## src/rtl/ii_rect_sum.sv

```systemverilog
// Integral-image rectangle sum: fetches up to four II corner words and returns D - B - C + A.
// Corners on the top row or left column are skipped and treated as zero.
module ii_rect_sum #(
  parameter int II_WIDTH   = 160,
  parameter int II_HEIGHT  = 120,
  parameter int ADDR_W     = 15,
  parameter int DATA_W     = 20,
  parameter int RD_LATENCY = 1
) (
  input  logic              pclk,
  input  logic              rst,
  input  logic              start,
  input  logic [7:0]        rect_x,
  input  logic [7:0]        rect_y,
  input  logic [7:0]        rect_w,
  input  logic [7:0]        rect_h,
  output logic              ii_rd_en,
  output logic [ADDR_W-1:0] ii_rd_address,
  input  logic [DATA_W-1:0] ii_rddata,
  output logic              busy,
  output logic              done,
  output logic              err,
  output logic [DATA_W-1:0] rect_sum
);

  typedef enum logic [2:0] {IDLE, CHECK, RD_D, RD_B, RD_C, RD_A, DRAIN, DONE} state_t;

  state_t              state_reg, state_next;
  logic [7:0]          x_reg, y_reg, w_reg, h_reg;
  logic [1:0]          drain_cnt_reg;
  logic [ADDR_W-1:0]   addr_hold_reg;
  logic [DATA_W-1:0]   acc_reg;
  logic                err_reg;
  logic [RD_LATENCY-1:0] vld_reg, neg_reg;

  logic [8:0]          x_end, y_end;
  logic                req_bad;
  logic [7:0]          col_r, col_l, row_b, row_t;
  logic [ADDR_W-1:0]   corner_addr;
  logic                corner_neg;
  logic [RD_LATENCY:0] vld_chain, neg_chain;

  function automatic logic [ADDR_W-1:0] addr_of(input logic [7:0] row, input logic [7:0] col);
    logic [ADDR_W-1:0] r;
    r = ADDR_W'(row);
    return (r << 7) + (r << 5) + ADDR_W'(col);
  endfunction

  assign x_end   = {1'b0, x_reg} + {1'b0, w_reg};
  assign y_end   = {1'b0, y_reg} + {1'b0, h_reg};
  assign req_bad = (w_reg == 8'd0) || (h_reg == 8'd0) ||
                   (x_end > 9'(II_WIDTH)) || (y_end > 9'(II_HEIGHT));

  // Wrap-around on x-1 / y-1 is harmless: those corners are never read when x or y is 0.
  assign col_r = x_reg + w_reg - 8'd1;
  assign row_b = y_reg + h_reg - 8'd1;
  assign col_l = x_reg - 8'd1;
  assign row_t = y_reg - 8'd1;

  always_ff @(posedge pclk) begin
    if (rst) state_reg <= IDLE;
    else     state_reg <= state_next;
  end

  always_comb begin
    state_next = state_reg;
    case (state_reg)
      IDLE:    if (start) state_next = CHECK;
      CHECK:   state_next = req_bad ? DONE : RD_D;
      RD_D:    state_next = RD_B;
      RD_B:    state_next = RD_C;
      RD_C:    state_next = RD_A;
      RD_A:    state_next = DRAIN;
      DRAIN:   if (drain_cnt_reg == 2'(RD_LATENCY - 1)) state_next = DONE;
      DONE:    state_next = IDLE;
      default: state_next = IDLE;
    endcase
  end

  always_comb begin
    ii_rd_en    = 1'b0;
    corner_addr = addr_hold_reg;
    corner_neg  = 1'b0;
    case (state_reg)
      RD_D: begin ii_rd_en = 1'b1;                           corner_addr = addr_of(row_b, col_r); end
      RD_B: begin ii_rd_en = (y_reg != 8'd0);                corner_addr = addr_of(row_t, col_r); corner_neg = 1'b1; end
      RD_C: begin ii_rd_en = (x_reg != 8'd0);                corner_addr = addr_of(row_b, col_l); corner_neg = 1'b1; end
      RD_A: begin ii_rd_en = (x_reg != 8'd0) && (y_reg != 8'd0); corner_addr = addr_of(row_t, col_l); end
      default: ;
    endcase
    ii_rd_address = ii_rd_en ? corner_addr : addr_hold_reg;
    busy          = (state_reg != IDLE);
    done          = (state_reg == DONE);
  end

  assign err      = err_reg;
  assign rect_sum = acc_reg;

  // Read tags travel alongside the BRAM pipeline so each word is applied with its sign on arrival.
  assign vld_chain = {vld_reg, ii_rd_en};
  assign neg_chain = {neg_reg, corner_neg};

  always_ff @(posedge pclk) begin
    if (rst) begin
      x_reg         <= '0;
      y_reg         <= '0;
      w_reg         <= '0;
      h_reg         <= '0;
      drain_cnt_reg <= '0;
      addr_hold_reg <= '0;
      acc_reg       <= '0;
      err_reg       <= 1'b0;
      vld_reg       <= '0;
      neg_reg       <= '0;
    end else begin
      vld_reg       <= vld_chain[RD_LATENCY-1:0];
      neg_reg       <= neg_chain[RD_LATENCY-1:0];
      addr_hold_reg <= ii_rd_address;
      drain_cnt_reg <= (state_reg == DRAIN) ? drain_cnt_reg + 2'd1 : 2'd0;
      if (vld_chain[RD_LATENCY])
        acc_reg <= neg_chain[RD_LATENCY] ? acc_reg - ii_rddata : acc_reg + ii_rddata;
      if (state_reg == CHECK && req_bad)
        err_reg <= 1'b1;
      if (state_reg == IDLE && start) begin
        x_reg   <= rect_x;
        y_reg   <= rect_y;
        w_reg   <= rect_w;
        h_reg   <= rect_h;
        acc_reg <= '0;
        err_reg <= 1'b0;
      end
    end
  end

endmodule

```

## config.mk

```make
export PLATFORM = sky130hd
export DESIGN_NAME = ii_rect_sum
export DESIGN_NICKNAME = d
export VERILOG_FILES = /design/src/rtl/ii_rect_sum.sv
export SDC_FILE = /design/constraint.sdc
export NUM_CORES = 1
export LEC_CHECK = 0
export CAP_MARGIN = 10
export CORE_MARGIN = 10
export CORE_UTILIZATION = 40
export DETAILED_ROUTE_END_ITERATION = 10
export PLACE_DENSITY = 0.69
export SLEW_MARGIN = 40
export SYNTH_ARGS = -nofsm -noshare
export SYNTH_HDL_FRONTEND = slang
export SYNTH_SLANG_ARGS = --single-unit
```

## constraint.sdc

```tcl
create_clock -name pclk -period 6.1 [get_ports pclk]
set_input_delay 1.525 -clock pclk [delete_from_list [all_inputs] [get_ports pclk]]
set_output_delay 1.525 -clock pclk [all_outputs]
set_load 0.03 [all_outputs]
```

==> Yosys cells after proc, flatten, opt, wreduce, memory -nomap -nowiden <==
Cells that the tools add are included.
{ "op_classes": {"n_eq_ne": 9, "bitwise_logic": 1, "magnitude_cmp": 2, "muxes": 9, "n_reduce_logical": 17, "add_sub_neg": 17} }
{ "op_table": {"columns": ["cell", "n"], "rows": [
  ["adder 15 x 8 -> 15 bit", 4],
  ["one-hot mux 15 bit (4 select lines)", 1],
  ["subtractor 8 x 1 -> 8 bit (second input constant)", 4],
  ["adder 15 x 13 -> 15 bit", 2],
  ["one-hot mux 3 bit (8 select lines)", 1],
  ["adder 20 bit", 1],
  ["2-to-1 mux 20 bit", 1],
  ["subtractor 20 bit", 1],
  ["adder 8 x 8 -> 9 bit", 2],
  ["adder 8 bit", 2],
  ["zero test 8 bit", 2],
  ["nonzero test 8 bit", 2],
  ["2-to-1 mux 15 bit", 1],
  ["== test 3 bit (second input constant)", 4],
  ["greater-than comparator 9 x 7 -> 1 bit (second input constant)", 1],
  ["greater-than comparator 9 x 8 -> 1 bit (second input constant)", 1],
  ["2-to-1 mux 3 bit", 3],
  ["== test 3 x 2 -> 1 bit (second input constant)", 2],
  ["OR reduction 2 bit", 3],
  ["!= test 2 bit (second input constant)", 2],
  ["one-hot mux 1 bit (4 select lines)", 1],
  ["== test 3 x 1 -> 1 bit (second input constant)", 1],
  ["logical AND 1 bit", 3],
  ["zero test 3 bit", 1],
  ["other kinds (7)", 9]
]} }
{ "word_totals": {"register_bits": 75} }

==> Longest topological paths before layout <==
Gate-level depths: netlist of the first run.
{ "depth": {"depth_word": 6, "depth_mapped": 19, "depth_no_buf": 19} }

==> Worst setup path before layout of the first run <==
No wires, ideal clock.
{ "synth_path": {"path_type": "reg-to-output", "startpoint": "register y_reg[1]", "endpoint": "output ii_rd_address[14]", "path_stages_with_launch": 20, "slack_ns": 0.375, "arrival_time_ns": 4.200, "path_buffers": 0, "path_cell_list": "dfxtp_1 -> inv_1 -> ha_1 -> inv_1 -> ha_1 -> inv_1 -> fa_1 -> nor2b_1 -> o31a_1 -> a31o_2 -> nor2_1 -> ha_1 -> inv_1 -> o41a_1 -> mux2_2 -> mux2i_1 -> and3b_1 -> xor2_1 -> a221oi_2 -> nor2_1"} }
{ "synth_between": {"elab_chain_len": 6, "word_cells_on_any_way": 14, "cone_classes": "add/sub (9); mux (3); reduce/logical (2)"} }
{ "synth_rtl": {"columns": ["element", "line", "rtl"], "rows": [
  ["from (decl)", "29", "logic [7:0] x_reg, y_reg, w_reg, h_reg;"],
  ["from (signal assigned)", "126", "y_reg <= rect_y;"],
  ["adder 8 bit", "56", "assign row_b = y_reg + h_reg - 8'd1;"],
  ["subtractor 8 x 1 -> 8 bit", "56", null],
  ["adder 15 x 13 -> 15 bit", "46", "return (r << 7) + (r << 5) + ADDR_W'(col);"],
  ["adder 15 x 8 -> 15 bit", "46", null],
  ["one-hot mux 15 bit (4 select lines)", "84", "case (state_reg)"],
  ["2-to-1 mux 15 bit (*)", "91", "ii_rd_address = ii_rd_en ? corner_addr : addr_hold_reg;"],
  ["to (decl)", "18", "output logic [ADDR_W-1:0] ii_rd_address,"]
]} }
Every way passes the cells marked *; elsewhere a longest branch is shown, timed or not.

==> Worst setup path after layout of the first run <==
Same ends and word-level chain as after synthesis.

==> impl_metrics.json, run 1 <==
{
  "status": "finished, final reports clean",
  "area_delta_synth_final_pct": 24.2,
  "die_w_um": 155,
  "clock_path_buffers": 2,
  "placed_cells": 1262,
  "period_share": 0.963,
  "end_kind": "output port",
  "period_needed_ns": 5.88,
  "hp-start": "drain_cnt_reg[0]",
  "synth-main-ff-cell": "dfxtp_1",
  "synth_common_cells": "nand2_1 (109), a21oi_1 (93), ha_1 (88)",
  "cts_tree": "done",
  "synth-edff-count": 0,
  "grt_max_degree": 58,
  "max_cap_viol_count": 0,
  "cts_max_level": 3,
  "synth.most_common_cell": "nand2_1",
  "multi_input_area_um2": 5540,
  "cp_slowest_cell": "o41a_1",
  "dr.pass1.iters": 5,
  "root_buffer": "clkbuf_16",
  "viasPerCell": 5.26,
  "synthArstFlopShare": 0,
  "fill_cells": 1770,
  "arrival_ns": 4.35,
  "syn_inst": 954,
  "synth.distinct_cells": 75,
  "largest_register_ffs": 20,
  "die_height_um": 155,
  "crit_buf_inv": 5,
  "min_path_cells": 1,
  "setup_viol": 0,
  "cp_data_required_time_ns": 4.58,
  "cpPeakStageDelay_ns": 0.42,
  "critPathMaxFanout": 5,
  "crit_chain": "inv_2 > ha_4 > inv_2 > ha_4 > inv_1 > fa_2 > nor2b_2 > o31a_1 > a31o_4 > nor2_2 > ha_1 > inv_1 > o41a_1 > mux2_4 > mux2i_2 > nand4b_1 > xnor2_1 > a221oi_2 > nor2_2 > buf_12",
  "path_depth": 20,
  "fp.dieArea_um2": 24100,
  "start_util": 0.407,
  "max_freq_ghz": 0.170,
  "final_cells": 1285,
  "grt_pass1_vias": 6523,
  "diodes": 0,
  "syn_area_um2": 7310,
  "synthTopCellsByArea": "dfxtp_1 (21%), ha_1 (15%), a21oi_1 (6.4%)",
  "rr_startpoint": "y_reg[1]",
  "ys_seq_elements": 75,
  "overflow": 0,
  "clock_sinks": 75,
  "clock_skew_ns": 0.00843,
  "worstRegToRegCells": 20,
  "worstSetupStartpointType": "flip-flop",
  "ant_nets": 0,
  "antenna_found_initial": 0,
  "yosys.area.top_type": "dfxtp_1",
  "clock_latency_ns": 0.35,
  "gp_congestion": 0.880,
  "synth_top_area_share": 0.205,
  "ios": 94,
  "nets": 1203,
  "numPortBuffers": 93,
  "num_vias": 6764,
  "clk_pin_slew_ns": 0.07,
  "hold_viol_final": 0,
  "cts_buffers": 9,
  "core_area_um2": 18000,
  "slew_headroom": 0.465,
  "fin_util": 0.506,
  "tightest_slew_ns": 0.783,
  "avgSynthCellArea_um2": 7.66,
  "hold-worst-slack_ns": 0.421,
  "finalSetupTns_ns": 0,
  "worstSetupStartpoint": "y_reg[1]",
  "register_area_um2": 1520,
  "synth_fp_nets": 1106,
  "routed_wl_mm": 19.3,
  "std_cell_rows": 49,
  "grt_usage": 0.156,
  "yosysSeqAreaShare": 0.205,
  "drcViolationCount": 0,
  "wl_per_cell_um": 15.0,
  "ys_warn_count": 0,
  "path_class": "reg -> out",
  "drive_above_1_share": 0.116,
  "hold_path_class": "reg -> reg",
  "critical-path-top-delay-family": "compound AO/OA/AOI/OAI gates",
  "dr.first_iter.drc_count": 312,
  "dpl.hpwl_mm": 15.6,
  "grt_first_pass_wirelength_mm": 31.6,
  "slew_viol_final": 0
}
-- cell families (layout without fill, tap and decap cells) --
family          after synthesis  after routing  share of synthesized area
compound gates              239            239                      0.215
xor+xnor                     77             77                     0.0962
fa+ha+maj                    97             97                      0.175
mux                          22             22                     0.0306
flops                        75             75                      0.205
simple gates                324            324                      0.215
buf+inv                     120            222                     0.0631
-- worst reg2reg max path, cell delays in order (launching register included) --
cell and delay, ns:
dfxtp_4 0.37, inv_2 0.05, ha_4 0.23, inv_2 0.06, ha_4 0.13, inv_1 0.05, fa_2 0.36, nor2b_2 0.14
o31a_1 0.26, a31o_4 0.21, nor2_2 0.05, ha_1 0.30, inv_1 0.08, o41a_1 0.42, mux2_4 0.28, mux2i_1 0.18
buf_4 0.14, xor2_1 0.07, a221oi_2 0.31, buf_4 0.15, nor3_1 0.03
-- cells in the final DEF (no fill, tap or decap), types with 10 or more instances in the layout --
cell type / synthesis / final
o21ai_0: 33 / 32
ha_1: 88 / 79
nand2_1: 109 / 109
inv_1: 86 / 80
dfxtp_1: 75 / 63
mux2i_1: 19 / 18
clkdlybuf4s50_1: 0 / 85
a21oi_1: 93 / 89
nor2_1: 83 / 78
a211oi_1: 10 / 10
xor2_1: 25 / 25
o21a_1: 14 / 14
nand2b_1: 12 / 11
xnor2_1: 50 / 50
a21o_1: 14 / 14
nor3_1: 20 / 19
buf_4: 1 / 28
nor2b_1: 22 / 21
nor4_1: 15 / 13
dfxtp_2: 0 / 11
nand3_1: 13 / 13
-- routing by layer --
layer	vias to the layer above	part of all wire	GRT usage
li1	3542	-	-
met5	-	0	0
met1	3054	0.49	0.206
met3	17	0.052	0.0394
met4	0	0.014	0.0383
met2	151	0.44	0.249
-- through the flow --
stage	setup WS [ns]	area, um^2
floorplan	0.375	7310
global route	-0.0258	9080
CTS	0.0303	8900
detailed placement	0.125	8540
global placement	0.233	8540
finish	0.225	9080
-- worst paths after layout --
path,end,slack [ns]
setup / recovery,ii_rd_address[14],0.22
hold / removal,drain_cnt_reg[0],0.42
setup reg to reg,addr_hold_reg[13],2.08
hold reg to reg,drain_cnt_reg[0],0.42
-- timing repair --
action,4_1_cts,5_1_grt
pin swaps,4,14
gates resized for setup,15,42
hold buffers,0,0
setup endpoints to repair,4,7
setup buffers,3,4
-- cell type report --
| class | count | area share |
|---|---|---|
| repair buffers | 119 | 0.124 |
| inverters | 87 | 0.0360 |
| multi-input cells | 759 | 0.610 |
| clock inverters | 7 | 0.00661 |
| clock buffers | 9 | 0.0248 |
| flip-flops and latches | 75 | 0.167 |
| well taps | 229 | 0.0315 |
Power of run 1 is not shown: default switching activity piles up to over one toggle a cycle in this logic, so the estimate is an artifact.
==> run 2: changes to the inputs <==
--- a/config.mk
+++ b/config.mk
@@ -10,2 +10,3 @@
 export CORE_UTILIZATION = 40
+export CTS_CLUSTER_DIAMETER = 80
 export DETAILED_ROUTE_END_ITERATION = 10
--- a/constraint.sdc
+++ b/constraint.sdc
@@ -3,2 +3,2 @@
 set_output_delay 1.525 -clock pclk [all_outputs]
-set_load 0.03 [all_outputs]
+set_load 0.02 [all_outputs]
==> impl_metrics.json, run 2 (same netlist as run 1, synthesis figures left out) <==
{
  "std_cell_rows": 49,
  "arrival_ns": 4.36,
  "ant_nets": 0,
  "num_vias": 6833,
  "clock_sinks": 75,
  "wl_per_cell_um": 15.2,
  "place_ws_ns": -0.0648,
  "fill_cells": 1762,
  "start_util": 0.407,
  "worstSetupStartpointType": "flip-flop",
  "die_w_um": 155,
  "finalSetupTns_ns": 0,
  "dr.first_iter.drc_count": 302,
  "hold_viol_final": 0,
  "reg2reg_setup_slack_ns": 2.09,
  "period_needed_ns": 5.89,
  "core_area_um2": 18000,
  "grt_usage": 0.158,
  "antenna_found_initial": 0,
  "largest_register_ffs": 20,
  "tightest_slew_ns": 0.767,
  "placed_cells": 1272,
  "path_class": "reg -> out",
  "clock_skew_ns": 0.00741,
  "area_delta_synth_final_pct": 25.0,
  "diodes": 0,
  "ios": 94,
  "layout_common_cells": "nand2_1 (109), a21oi_1 (88), clkdlybuf4s50_1 (87)",
  "dr.pass1.iters": 5,
  "die_height_um": 155,
  "grt_first_pass_wirelength_mm": 32.2,
  "drive_above_1_share": 0.112,
  "numPortBuffers": 93,
  "final_cells": 1294,
  "overflow": 0,
  "slew_viol_final": 0,
  "nets": 1212,
  "setup_viol": 0,
  "max_cap_viol_count": 0,
  "final_area_um2": 9140,
  "gp_congestion": 0.892,
  "layout_commonest_cell": "nand2_1",
  "cts_max_level": 3,
  "grt_max_degree": 58,
  "setup_slack_ns": 0.214,
  "drcViolationCount": 0,
  "clock_path_buffers": 2,
  "cts_buffers": 9,
  "end_kind": "output port",
  "clk_pin_slew_ns": 0.07,
  "root_buffer": "clkbuf_16",
  "critPathMaxFanout": 4,
  "fp.dieArea_um2": 24100,
  "cp_data_required_time_ns": 4.58,
  "clock_latency_ns": 0.35,
  "grt_pass1_vias": 6703,
  "dpl.hpwl_mm": 15.7,
  "slew_headroom": 0.475,
  "max_freq_ghz": 0.170,
  "placed_area_um2": 8610,
  "hold_path_class": "reg -> reg",
  "status": "finished, final reports clean",
  "routed_wl_mm": 19.7,
  "period_share": 0.965,
  "cts_tree": "done",
  "viasPerCell": 5.28
}
run 2: cell count changes in the layout (fill, tap and decap cells not counted), sizes merged:
cell | previous run | this run
inv | 91 | 89
buf | 30 | 37
clkdlybuf4s15 | 0 | 1
clkdlybuf4s50 | 85 | 87
clkbuf | 10 | 11
clkinvlp | 3 | 2
clkinv | 0 | 2
dlymetal6s2s | 2 | 0
bufinv | 0 | 1
run 2: critical path, cell delays in order (launching register included):
cell and delay, ns:
dfxtp_2 0.37, inv_1 0.08, ha_1 0.30, inv_1 0.05
ha_1 0.22, fa_1 0.41, a21o_1 0.19, a21oi_2 0.17
o21bai_1 0.08, a21oi_1 0.17, xnor2_1 0.13, ha_1 0.35
a21oi_1 0.12, nor4_2 0.33, buf_4 0.17, nor2_1 0.03
o311ai_0 0.30, o21a_1 0.20, clkdlybuf4s15_1 0.33
run 2: path summary, 6_finish.rpt:
check                   start           endpoint  cells past startpoint
min          drain_cnt_reg[0]   drain_cnt_reg[0]                      1
max                  w_reg[1]  ii_rd_address[10]                     18
max reg2reg          w_reg[1]  addr_hold_reg[12]                     19
min reg2reg  drain_cnt_reg[0]   drain_cnt_reg[0]                      1
run 2: routing by layer:
layer	wire, um	GRT usage
met1	9610	0.207
met2	8880	0.256
met3	937	0.0356
met4	231	0.0383
met5	0	0
run 2: layout make-up:
cell class,instances,area [um^2],area share
repair buffers,128,1170,0.129
clock buffers,9,225,0.0246
clock inverters,7,76.3,0.00835
multi-input cells,759,5540,0.606
flip-flops and latches,75,1510,0.165
well taps,229,287,0.0314
inverters,87,327,0.0357
run 2: stage by stage:
| stage | util | hold slack (ns) |
|---|---|---|
| 4_1_cts | 0.499 | 0.425 |
| 3_5_place_dp | 0.479 | 0.416 |
| 3_3_place_gp | 0.479 | 0.412 |
| 6_report | 0.509 | 0.428 |
| 5_1_grt | 0.509 | 0.472 |
| 2_1_floorplan | - | 0.401 |
run 2: what timing repair did:
action	in CTS	in global routing
hold buffers	0	0
pin swaps	3	16
gates resized for setup	15	37
cloned	0	0
endpoints found under the hold margin	0	0
buffers inserted	1	5
setup endpoints to repair	5	7
Power of run 2 is left out for the same reason.
